<file path="config.mk">
export PLATFORM = sky130hd
export DESIGN_NAME = riscv_lsu_flat
export DESIGN_NICKNAME = d
export VERILOG_FILES = /design/src/rtl/riscv_lsu_if.sv /design/src/rtl/riscv_lsu.sv /design/src/flat_wrapper.sv
export SDC_FILE = /design/constraint.sdc
export NUM_CORES = 1
export LEC_CHECK = 0
export CAP_MARGIN = 20
export CORE_MARGIN = 10
export CORE_UTILIZATION = 39
export DETAILED_ROUTE_END_ITERATION = 10
export PLACE_DENSITY = 0.75
export SLEW_MARGIN = 15
export SYNTH_ARGS = -nofsm -noshare
export SYNTH_HDL_FRONTEND = slang
export SYNTH_SLANG_ARGS = --single-unit
</file>
<file path="constraint.sdc">
create_clock -name clk_i -period 4.75 [get_ports clk_i]
set_clock_uncertainty 0.05 [all_clocks]
set_input_delay 0.7125 -clock clk_i [delete_from_list [all_inputs] [get_ports clk_i]]
set_output_delay 0.7125 -clock clk_i [all_outputs]
set_load 0.1 [all_outputs]
</file>
<file path="src/rtl/riscv_lsu_if.sv">
// Core/memory signal bundle for the RISC-V load/store unit.
// slave modport: the LSU itself; master modport: the core+memory environment.
interface riscv_lsu_if;
    logic        core_req_i;
    logic        core_we_i;
    logic [2:0]  core_size_i;
    logic [31:0] core_addr_i;
    logic [31:0] core_wd_i;
    logic [31:0] core_rd_o;
    logic        core_stall_o;
    logic        mem_req_o;
    logic        mem_we_o;
    logic [3:0]  mem_be_o;
    logic [31:0] mem_addr_o;
    logic [31:0] mem_wd_o;
    logic [31:0] mem_rd_i;
    logic        mem_ready_i;
    logic        timeout_o;
    logic        misalign_o;

    modport slave (
        input  core_req_i, core_we_i, core_size_i, core_addr_i, core_wd_i,
        input  mem_rd_i, mem_ready_i,
        output core_rd_o, core_stall_o, mem_req_o, mem_we_o, mem_be_o,
        output mem_addr_o, mem_wd_o, timeout_o, misalign_o
    );

    modport master (
        output core_req_i, core_we_i, core_size_i, core_addr_i, core_wd_i,
        output mem_rd_i, mem_ready_i,
        input  core_rd_o, core_stall_o, mem_req_o, mem_we_o, mem_be_o,
        input  mem_addr_o, mem_wd_o, timeout_o, misalign_o
    );
endinterface

</file>
<file path="src/rtl/riscv_lsu.sv">
// RISC-V load/store unit: IDLE -> BUSY -> DONE handshake between core and a
// single-port memory, with byte-lane steering and load extension.
// Optional feature macro: LSU_MISALIGN_CHECK_EN (misaligned H/W accesses are
// aborted without touching memory and flagged on misalign_o).
module riscv_lsu #(
    parameter int unsigned TIMEOUT_CYCLES = 0  // 0 = wait forever
) (
    input logic        clk_i,
    input logic        rst_i,
    riscv_lsu_if.slave bus
);
    typedef enum logic [1:0] {IDLE, BUSY, DONE} state_t;

    state_t      state_q, state_d;
    logic        we_q, we_d;
    logic [2:0]  size_q, size_d;
    logic [31:0] addr_q, addr_d;
    logic [31:0] wd_q, wd_d;
    logic [3:0]  be_q, be_d;
    logic [31:0] rd_q, rd_d;
    logic [31:0] cnt_q, cnt_d;
    logic        to_q, to_d;
    logic        mis_q, mis_d;

    logic        stall, mreq;
    logic        req_b, req_h, ld_b, ld_h, misal;
    logic [3:0]  req_be;
    logic [31:0] req_wd, ld_ext;
    logic [7:0]  ld_byte;
    logic [15:0] ld_half;

    // Decode the incoming core request into byte enables and replicated data.
    // Sizes 3/6/7 fall through to word.
    always_comb begin
        req_b  = (bus.core_size_i == 3'd0) || (bus.core_size_i == 3'd4);
        req_h  = (bus.core_size_i == 3'd1) || (bus.core_size_i == 3'd5);
        req_be = 4'b1111;
        req_wd = bus.core_wd_i;
        misal  = 1'b0;
        if (req_b) begin
            req_be = 4'b0001 << bus.core_addr_i[1:0];
            req_wd = {4{bus.core_wd_i[7:0]}};
        end else if (req_h) begin
            req_be = bus.core_addr_i[1] ? 4'b1100 : 4'b0011;
            req_wd = {2{bus.core_wd_i[15:0]}};
        end
`ifdef LSU_MISALIGN_CHECK_EN
        misal = req_h ? bus.core_addr_i[0] : (!req_b && (bus.core_addr_i[1:0] != 2'b00));
`endif
    end

    // Extract and extend the addressed lane of the returned memory word.
    always_comb begin
        ld_b    = (size_q == 3'd0) || (size_q == 3'd4);
        ld_h    = (size_q == 3'd1) || (size_q == 3'd5);
        ld_byte = 8'(bus.mem_rd_i >> {addr_q[1:0], 3'b000});
        ld_half = addr_q[1] ? bus.mem_rd_i[31:16] : bus.mem_rd_i[15:0];
        ld_ext  = bus.mem_rd_i;
        if (ld_b)
            ld_ext = size_q[2] ? {24'd0, ld_byte} : {{24{ld_byte[7]}}, ld_byte};
        else if (ld_h)
            ld_ext = size_q[2] ? {16'd0, ld_half} : {{16{ld_half[15]}}, ld_half};
    end

    // Next-state and handshake outputs.
    always_comb begin
        state_d = state_q;
        we_d    = we_q;
        size_d  = size_q;
        addr_d  = addr_q;
        wd_d    = wd_q;
        be_d    = be_q;
        rd_d    = rd_q;
        cnt_d   = cnt_q;
        to_d    = 1'b0;
        mis_d   = 1'b0;
        stall   = 1'b0;
        mreq    = 1'b0;
        case (state_q)
            IDLE: if (bus.core_req_i) begin
                stall  = 1'b1;
                we_d   = bus.core_we_i;
                size_d = bus.core_size_i;
                addr_d = bus.core_addr_i;
                wd_d   = req_wd;
                be_d   = req_be;
                cnt_d  = 32'd0;
                if (misal) begin
                    state_d = DONE;
                    mis_d   = 1'b1;
                    rd_d    = 32'd0;
                end else begin
                    state_d = BUSY;
                end
            end
            BUSY: begin
                stall = 1'b1;
                mreq  = 1'b1;
                // A ready arriving on the last allowed cycle still completes normally.
                if (bus.mem_ready_i) begin
                    rd_d    = we_q ? 32'd0 : ld_ext;
                    state_d = DONE;
                end else if (TIMEOUT_CYCLES != 0 && cnt_q == TIMEOUT_CYCLES - 1) begin
                    rd_d    = 32'd0;
                    to_d    = 1'b1;
                    state_d = DONE;
                end else begin
                    cnt_d = cnt_q + 32'd1;
                end
            end
            DONE:    state_d = IDLE;
            default: state_d = IDLE;
        endcase
    end

    // State and captured-request registers.
    always_ff @(posedge clk_i) begin
        if (rst_i) begin
            state_q <= IDLE;
            we_q    <= 1'b0;
            size_q  <= 3'd0;
            addr_q  <= 32'd0;
            wd_q    <= 32'd0;
            be_q    <= 4'd0;
            rd_q    <= 32'd0;
            cnt_q   <= 32'd0;
            to_q    <= 1'b0;
            mis_q   <= 1'b0;
        end else begin
            state_q <= state_d;
            we_q    <= we_d;
            size_q  <= size_d;
            addr_q  <= addr_d;
            wd_q    <= wd_d;
            be_q    <= be_d;
            rd_q    <= rd_d;
            cnt_q   <= cnt_d;
            to_q    <= to_d;
            mis_q   <= mis_d;
        end
    end

    // Reset gates the combinational handshake so the core PC reset can proceed
    // and an abandoned access never drives memory.
    assign bus.core_stall_o = stall & ~rst_i;
    assign bus.mem_req_o    = mreq & ~rst_i;
    assign bus.mem_we_o     = we_q;
    assign bus.mem_be_o     = be_q;
    assign bus.mem_addr_o   = addr_q;
    assign bus.mem_wd_o     = wd_q;
    assign bus.core_rd_o    = rd_q;
    assign bus.timeout_o    = to_q;
    assign bus.misalign_o   = mis_q;
endmodule

</file>
<file path="src/flat_wrapper.sv">
// flat-port wrapper written by rule: the top's interface ports become plain ports
module riscv_lsu_flat 
#(
    parameter int unsigned TIMEOUT_CYCLES = 0                     
)
  (clk_i, rst_i, bus_core_req_i, bus_core_we_i, bus_core_size_i, bus_core_addr_i, bus_core_wd_i, bus_mem_rd_i, bus_mem_ready_i, bus_core_rd_o, bus_core_stall_o, bus_mem_req_o, bus_mem_we_o, bus_mem_be_o, bus_mem_addr_o, bus_mem_wd_o, bus_timeout_o, bus_misalign_o);
  riscv_lsu_if bus_i ();
  input logic clk_i;
  input logic rst_i;
  input wire logic [$bits(bus_i.core_req_i)-1:0] bus_core_req_i;
  input wire logic [$bits(bus_i.core_we_i)-1:0] bus_core_we_i;
  input wire logic [$bits(bus_i.core_size_i)-1:0] bus_core_size_i;
  input wire logic [$bits(bus_i.core_addr_i)-1:0] bus_core_addr_i;
  input wire logic [$bits(bus_i.core_wd_i)-1:0] bus_core_wd_i;
  input wire logic [$bits(bus_i.mem_rd_i)-1:0] bus_mem_rd_i;
  input wire logic [$bits(bus_i.mem_ready_i)-1:0] bus_mem_ready_i;
  output wire logic [$bits(bus_i.core_rd_o)-1:0] bus_core_rd_o;
  output wire logic [$bits(bus_i.core_stall_o)-1:0] bus_core_stall_o;
  output wire logic [$bits(bus_i.mem_req_o)-1:0] bus_mem_req_o;
  output wire logic [$bits(bus_i.mem_we_o)-1:0] bus_mem_we_o;
  output wire logic [$bits(bus_i.mem_be_o)-1:0] bus_mem_be_o;
  output wire logic [$bits(bus_i.mem_addr_o)-1:0] bus_mem_addr_o;
  output wire logic [$bits(bus_i.mem_wd_o)-1:0] bus_mem_wd_o;
  output wire logic [$bits(bus_i.timeout_o)-1:0] bus_timeout_o;
  output wire logic [$bits(bus_i.misalign_o)-1:0] bus_misalign_o;
  assign bus_i.core_req_i = bus_core_req_i;
  assign bus_i.core_we_i = bus_core_we_i;
  assign bus_i.core_size_i = bus_core_size_i;
  assign bus_i.core_addr_i = bus_core_addr_i;
  assign bus_i.core_wd_i = bus_core_wd_i;
  assign bus_i.mem_rd_i = bus_mem_rd_i;
  assign bus_i.mem_ready_i = bus_mem_ready_i;
  assign bus_core_rd_o = bus_i.core_rd_o;
  assign bus_core_stall_o = bus_i.core_stall_o;
  assign bus_mem_req_o = bus_i.mem_req_o;
  assign bus_mem_we_o = bus_i.mem_we_o;
  assign bus_mem_be_o = bus_i.mem_be_o;
  assign bus_mem_addr_o = bus_i.mem_addr_o;
  assign bus_mem_wd_o = bus_i.mem_wd_o;
  assign bus_timeout_o = bus_i.timeout_o;
  assign bus_misalign_o = bus_i.misalign_o;
  riscv_lsu #(.TIMEOUT_CYCLES(TIMEOUT_CYCLES)) u_core (.clk_i(clk_i), .rst_i(rst_i), .bus(bus_i));
endmodule
</file>
-- Yosys cells after proc, flatten, opt, wreduce, memory -nomap -nowiden
Index checks and enable logic that the tools add are counted.
- bits in registers: 106
- output and inout bits: 105
- ROM bits: 0
- input bits: 104
- bits in latches: 0
- logic and storage cells: 48
- memory bits (writable): 0
- memories kept: 0
- multiply operators: 0
- muxes and demuxes: 17
- shifts and indexed selects: 2
- add/subtract/negate cells: 0
- bitwise logic cells: 3
- div/mod/pow operators: 0
- reduce and logical (&&, ||, !) cells: 10
- equal/unequal tests: 9
- $lt $le $gt $ge: 0
- operators with widths (cell ; number):
    32-bit 2-to-1 mux ; 7
    32-bit by 5-bit right shift with 8-bit output ; 1
    16-bit 2-to-1 mux ; 1
    3-bit == test, second input constant ; 4
    4-bit 2-to-1 mux ; 3
    3-bit by 1-bit == test with 1-bit output, second input constant ; 2
    3-bit zero test ; 2
    2-bit AND reduction ; 3
    1-bit logical OR ; 4
    2-bit 2-to-1 mux ; 2
    2-bit != test, second input constant ; 2
    2-bit case mux with 2 select lines ; 1
    1-bit by 2-bit << shifter with 4-bit output, first input constant ; 1
    1-bit bitwise AND ; 2
    2-bit by 1-bit == test with 1-bit output, second input constant ; 1
    2-bit zero test ; 1
    1-bit 2-to-1 mux ; 2
    1-bit case mux with 2 select lines ; 1
    1-bit inverter ; 1

-- Logic depth before layout (Yosys ltp)
- word-level depth: 5
- mapped depth: 7

-- Least setup slack after synthesis
Ideal clock, no wire load.
- path kind: in2out
- start: input rst_i
- end: output bus_core_stall_o
- stages on the path: 3
- data required time: 3.988 ns
- setup slack: 0.801 ns
- arrival: 3.186 ns
- cell sequence: clkbuf_1 clkbuf_1 nor3_1
- cells in the longest elaborated chain, start to end: 2
- RTL lines (what ; line ; source):
    start, declared ; flat_wrapper.sv:9 ; input logic rst_i;
    1-bit inverter ; riscv_lsu.sv:145 ; assign bus.core_stall_o = stall & ~rst_i;
    1-bit bitwise AND ; riscv_lsu.sv:145 ;
    end, declared ; flat_wrapper.sv:18 ; output wire logic [$bits(bus_i.core_stall_o)-1:0] bus_core_stall_o;
No other way between the ends.

-- Worst setup path after layout
- start: input bus_core_req_i
- end: output bus_core_stall_o
- cells in the longest elaborated chain, start to end: 3
- RTL lines (what ; line ; source):
    start, declared ; flat_wrapper.sv:10 ; input wire logic [$bits(bus_i.core_req_i)-1:0] bus_core_req_i;
    1-bit 2-to-1 mux ; riscv_lsu.sv:80 ; IDLE: if (bus.core_req_i) begin
    1-bit case mux with 2 select lines ; riscv_lsu.sv:79 ; case (state_q)
    1-bit bitwise AND ; riscv_lsu.sv:145 ;
No other way between the ends.

==> results.txt <==
The number of endpoints with negative hold slack in the final report came out at 0. The synthesized area per cell came out at 8.03 um^2. 0 antenna diodes ended up in the layout.

Grouping stages by cell kind, the critical path spends the most delay in buffers and inverters. TritonCTS created 9 clock buffers. The netlist area before placement is 4470 um^2.

Once placement completed, the tool counted placed cells totaling 867. The number of cells on the worst hold path came out at 2. The die covers 16100 um^2. STA classifies the critical path startpoint as an input pin.

The worst reg-to-reg setup slack came out at 2.31 ns. The number of nets at the end of the flow came out at 839. The critical path in this run is classified as in2out. At the end of routability-driven placement, the weighted congestion stood at 0.832. The critical path goes through clkdlybuf4s50_1, nor2_1, nor3_1, clkdlybuf4s50_1.

The detailed-route vias per instance is 5.14. The largest total area in the synthesized netlist belongs to sky130_fd_sc_hd__dfxtp_1. Global routing consumed, on the met1 layer, 20.5% of the routing resources. The top-level I/O count came out at 209. The placement row count is 39.

The number of buffers added to fix hold violations after cts came out at 0. The transition time at the pin with the least slew margin came out at 1.05 ns. The H-tree was split into 3 levels. Of the post-synthesis cell area, the dominant cell type holds 47.5%. The largest net degree at the start of global routing came out at 76. The number of distinct library cells after synthesis came out at 30. The clock latency of the later-clocked register in the worst-skew pair is 0.35 ns. During placement, the flow inserted port buffers numbering 206.

The first global-routing pass estimated 24400 um of wire. Derived from the worst setup path, the maximum achievable clock frequency is 0.299 GHz. The post-CTS setup buffer count came out at 0. The post-synthesis sequential element count is 106. The pre-antenna-repair detailed-routing pass consisted of 4 iterations. Setup repair after global routing left no endpoint under its margin.

The post-detailed-route DRC marker count is 0. The final design area excluding fillers is 6870 um^2. The final standard cell count with taps included and fillers excluded is 883. The average wire per standard cell came out at 17.6 um.

The final-layout setup total negative slack is 0 ns. Dividing the final minimum period by the clock period gives 70.3%. The instance area at placement is 6570 um^2. The number of antenna violations at the first check in global routing is 0. The critical path buffer and inverter count came out at 2. For this run, the leading register cell type out of synthesis is sky130_fd_sc_hd__dfxtp_1. The worst register-to-register path has a depth of 4.

In this run, synthesis inferred 0 flip-flops with an integrated enable. The number of max-capacitance violations reported came out at 0. The area growth from synthesis to layout is 53.7%. In this run the critical register-to-register path is launched from u_core.size_q[1]$_SDFFE_PP0P_. The detailed-route via count is 4537. For hold timing, the worst endpoint is u_core.bus.core_rd_o[29]$_SDFFE_PP0P_. The die width is 127 um. The met3 usage is 7.44%. The flow ran to the end, and the final reports show no timing, DRC or antenna violations. Clock-pin slew was measured on the worst setup and hold paths at 0.07 ns. The number of nets with antenna violations after detailed routing came out at 0. The total global routing track utilization is 18.4%. The worst hold-check slack is 0.395 ns. The maximum ir drop on the vdd rail came out at 0.232 mV. From bottom edge to top edge, the die measures 127 um. The number of warning messages in the yosys log came out at 0.

On the critical path, the stage with the largest delay is an instance of sky130_fd_sc_hd__clkdlybuf4s50_1. The post-synthesis sequential area ratio came out at 47.5%. The via count of the first global-routing pass came out at 4671. TritonCTS built the clock tree. The delay of the slowest cell on the worst path is 1.17 ns. The area of the core region came out at 11300 um^2. In this run the most critical hold path is launched from u_core.bus.core_rd_o[29]$_SDFFE_PP0P_. The violation count after the first detailed-route iteration came out at 280.

Counting stages on the worst path, the most repeated cell is sky130_fd_sc_hd__clkdlybuf4s50_1. The endpoint kind of the worst setup timing path is a primary output. In this run the most used layer during global routing was met2. The HPWL reported at the end of detailed placement came out at 11800 um. The tree is rooted in a sky130_fd_sc_hd__clkbuf_16.

The final max-slew violation count was 0. The final layout contains routed wiring with a total length of 15600 um. The data arrival time of the critical path is 2.58 ns. The total overflow reported by the global router is 0. The smallest clock period supported by the final layout is computed as 3.34 ns. Global routing used 30.0% of the available met2 tracks.

For this design, the sink count on the clock tree is 106. For this run, asynchronously set or reset flops after synthesis account for 0%. Of the cells placed in the final design, the portion with a size suffix greater than 1 is 3.92%. The worst min-delay path class is reg2reg. The final count of negative-setup-slack endpoints came out at 0.

The post-cts sizing count is 0. The worst endpoint required time is 3.99 ns. For this design the static power due to leakage is 2.54 nW. The clock tree buffer depth came out at 2.

Sorting the synthesized cells by area gives the leading types as sky130_fd_sc_hd__dfxtp_1, sky130_fd_sc_hd__nand2_1, sky130_fd_sc_hd__a21oi_1, sky130_fd_sc_hd__mux2i_1, sky130_fd_sc_hd__nor2b_1. The end of the worst register-to-register path is u_core.bus.core_rd_o[11]$_SDFFE_PP0P_. The power density relative to cell area is 380 nW/um^2.

The starting density of the core is 39.5%. The number of instances in the synthesized netlist is 557. Headroom to the max-slew limit came out at 29.8%. Of all nets on the critical path, the largest fanout is 3.
-- tightest hold or removal path, stage by stage (launching register included) --
cell and delay (ns):
sky130_fd_sc_hd__dfxtp_1 0.31, sky130_fd_sc_hd__nand2_1 0.05, sky130_fd_sc_hd__o21ai_1 0.05
-- logic make-up (layout without fill, tap and decap cells) --
| family | count (synthesis) | in the layout | share of synthesized area, % |
|---|---|---|---|
| other | 1 | 2 | 0.0839 |
| DFF | 106 | 106 | 47.5 |
| and+or+nand+nor | 218 | 218 | 21.1 |
| buffers and inverters | 51 | 233 | 4.76 |
| AOI/OAI and AO/OA | 156 | 156 | 21.0 |
| muxes | 25 | 25 | 5.60 |
-- power by group --
part           switching [mW]  leakage, nW  internal (mW)
combinational           0.618         1.52          0.242
sequential             0.0400        0.869          0.950
clock                   0.324        0.151          0.435
-- through the flow --
stage / utilization, % / worst slack, ns / power (mW)
after floorplan: - / 0.801 / 1.61
after global placement: 58.0 / 1.41 / 1.86
after detailed placement: 58.0 / 1.40 / 1.87
after CTS: 60.7 / 1.39 / 2.63
after global routing: 60.7 / 1.36 / 2.70
final: 60.7 / 1.41 / 2.61
-- metal layers --
metal	vias up	wire [um]
met3	39	1530
met5	-	0
met4	0	569
li1	2251	-
met2	169	7180
met1	2078	6310
-- area by class of cell --
type,count,area [um^2]
flip-flops and latches,106,2120
inverters,6,22.5
clock inverters,5,52.6
fillers,1025,4450
repair buffers,211,2090
clock buffers,11,253
well taps,143,179
multi-input cells,401,2150
-- synth_stat cells (3+ instances only) --
master,number
sky130_fd_sc_hd__o211ai_1,4
sky130_fd_sc_hd__nor2_1,29
sky130_fd_sc_hd__o21ai_1,10
sky130_fd_sc_hd__nor3_1,3
sky130_fd_sc_hd__mux2i_1,25
sky130_fd_sc_hd__nand2b_1,6
sky130_fd_sc_hd__clkbuf_1,37
sky130_fd_sc_hd__a22o_1,12
sky130_fd_sc_hd__a222oi_1,3
sky130_fd_sc_hd__a211oi_1,13
sky130_fd_sc_hd__nand2_1,146
sky130_fd_sc_hd__buf_2,5
sky130_fd_sc_hd__a21oi_1,63
sky130_fd_sc_hd__dfxtp_1,106
sky130_fd_sc_hd__o22ai_1,13
sky130_fd_sc_hd__inv_1,6
sky130_fd_sc_hd__a311oi_1,8
sky130_fd_sc_hd__nor2b_1,28
sky130_fd_sc_hd__o21ai_0,27
-- registers in the layout, summed over array words and instances (netlist names) --
| register | flops |
|---|---|
| u_core.state_q | 2 |
| u_core.bus.mem_be_o | 4 |
| u_core.bus.mem_addr_o | 32 |
| u_core.bus.mem_wd_o | 32 |
| u_core.bus.core_rd_o | 32 |
| u_core.size_q | 3 |
| u_core.bus.mem_we_o | 1 |
-- worst max-delay path by stage --
stage	start	endpoint	slack [ns]	cells past startpoint
after floorplan	rst_i	bus_core_stall_o	0.80	3
after CTS	bus_core_req_i	bus_core_stall_o	1.39	4
final	bus_core_req_i	bus_core_stall_o	1.41	4
after global routing	bus_core_req_i	bus_core_stall_o	1.36	4
after global placement	bus_core_req_i	bus_core_stall_o	1.41	4
after detailed placement	bus_core_req_i	bus_core_stall_o	1.40	4
-- cell usage in the layout (no fill, tap or decap), drive strengths merged, types with 7 or more instances in the layout --
| cell type | n |
|---|---|
| a211oi | 13 |
| a21oi | 63 |
| a22o | 12 |
| a311oi | 8 |
| buf | 7 |
| clkbuf | 11 |
| clkdlybuf4s50 | 204 |
| dfxtp | 106 |
| mux2i | 25 |
| nand2 | 146 |
| nor2 | 29 |
| nor2b | 28 |
| o21ai | 37 |
| o22ai | 13 |
No activity file was read; power rests on OpenSTA's default activity.
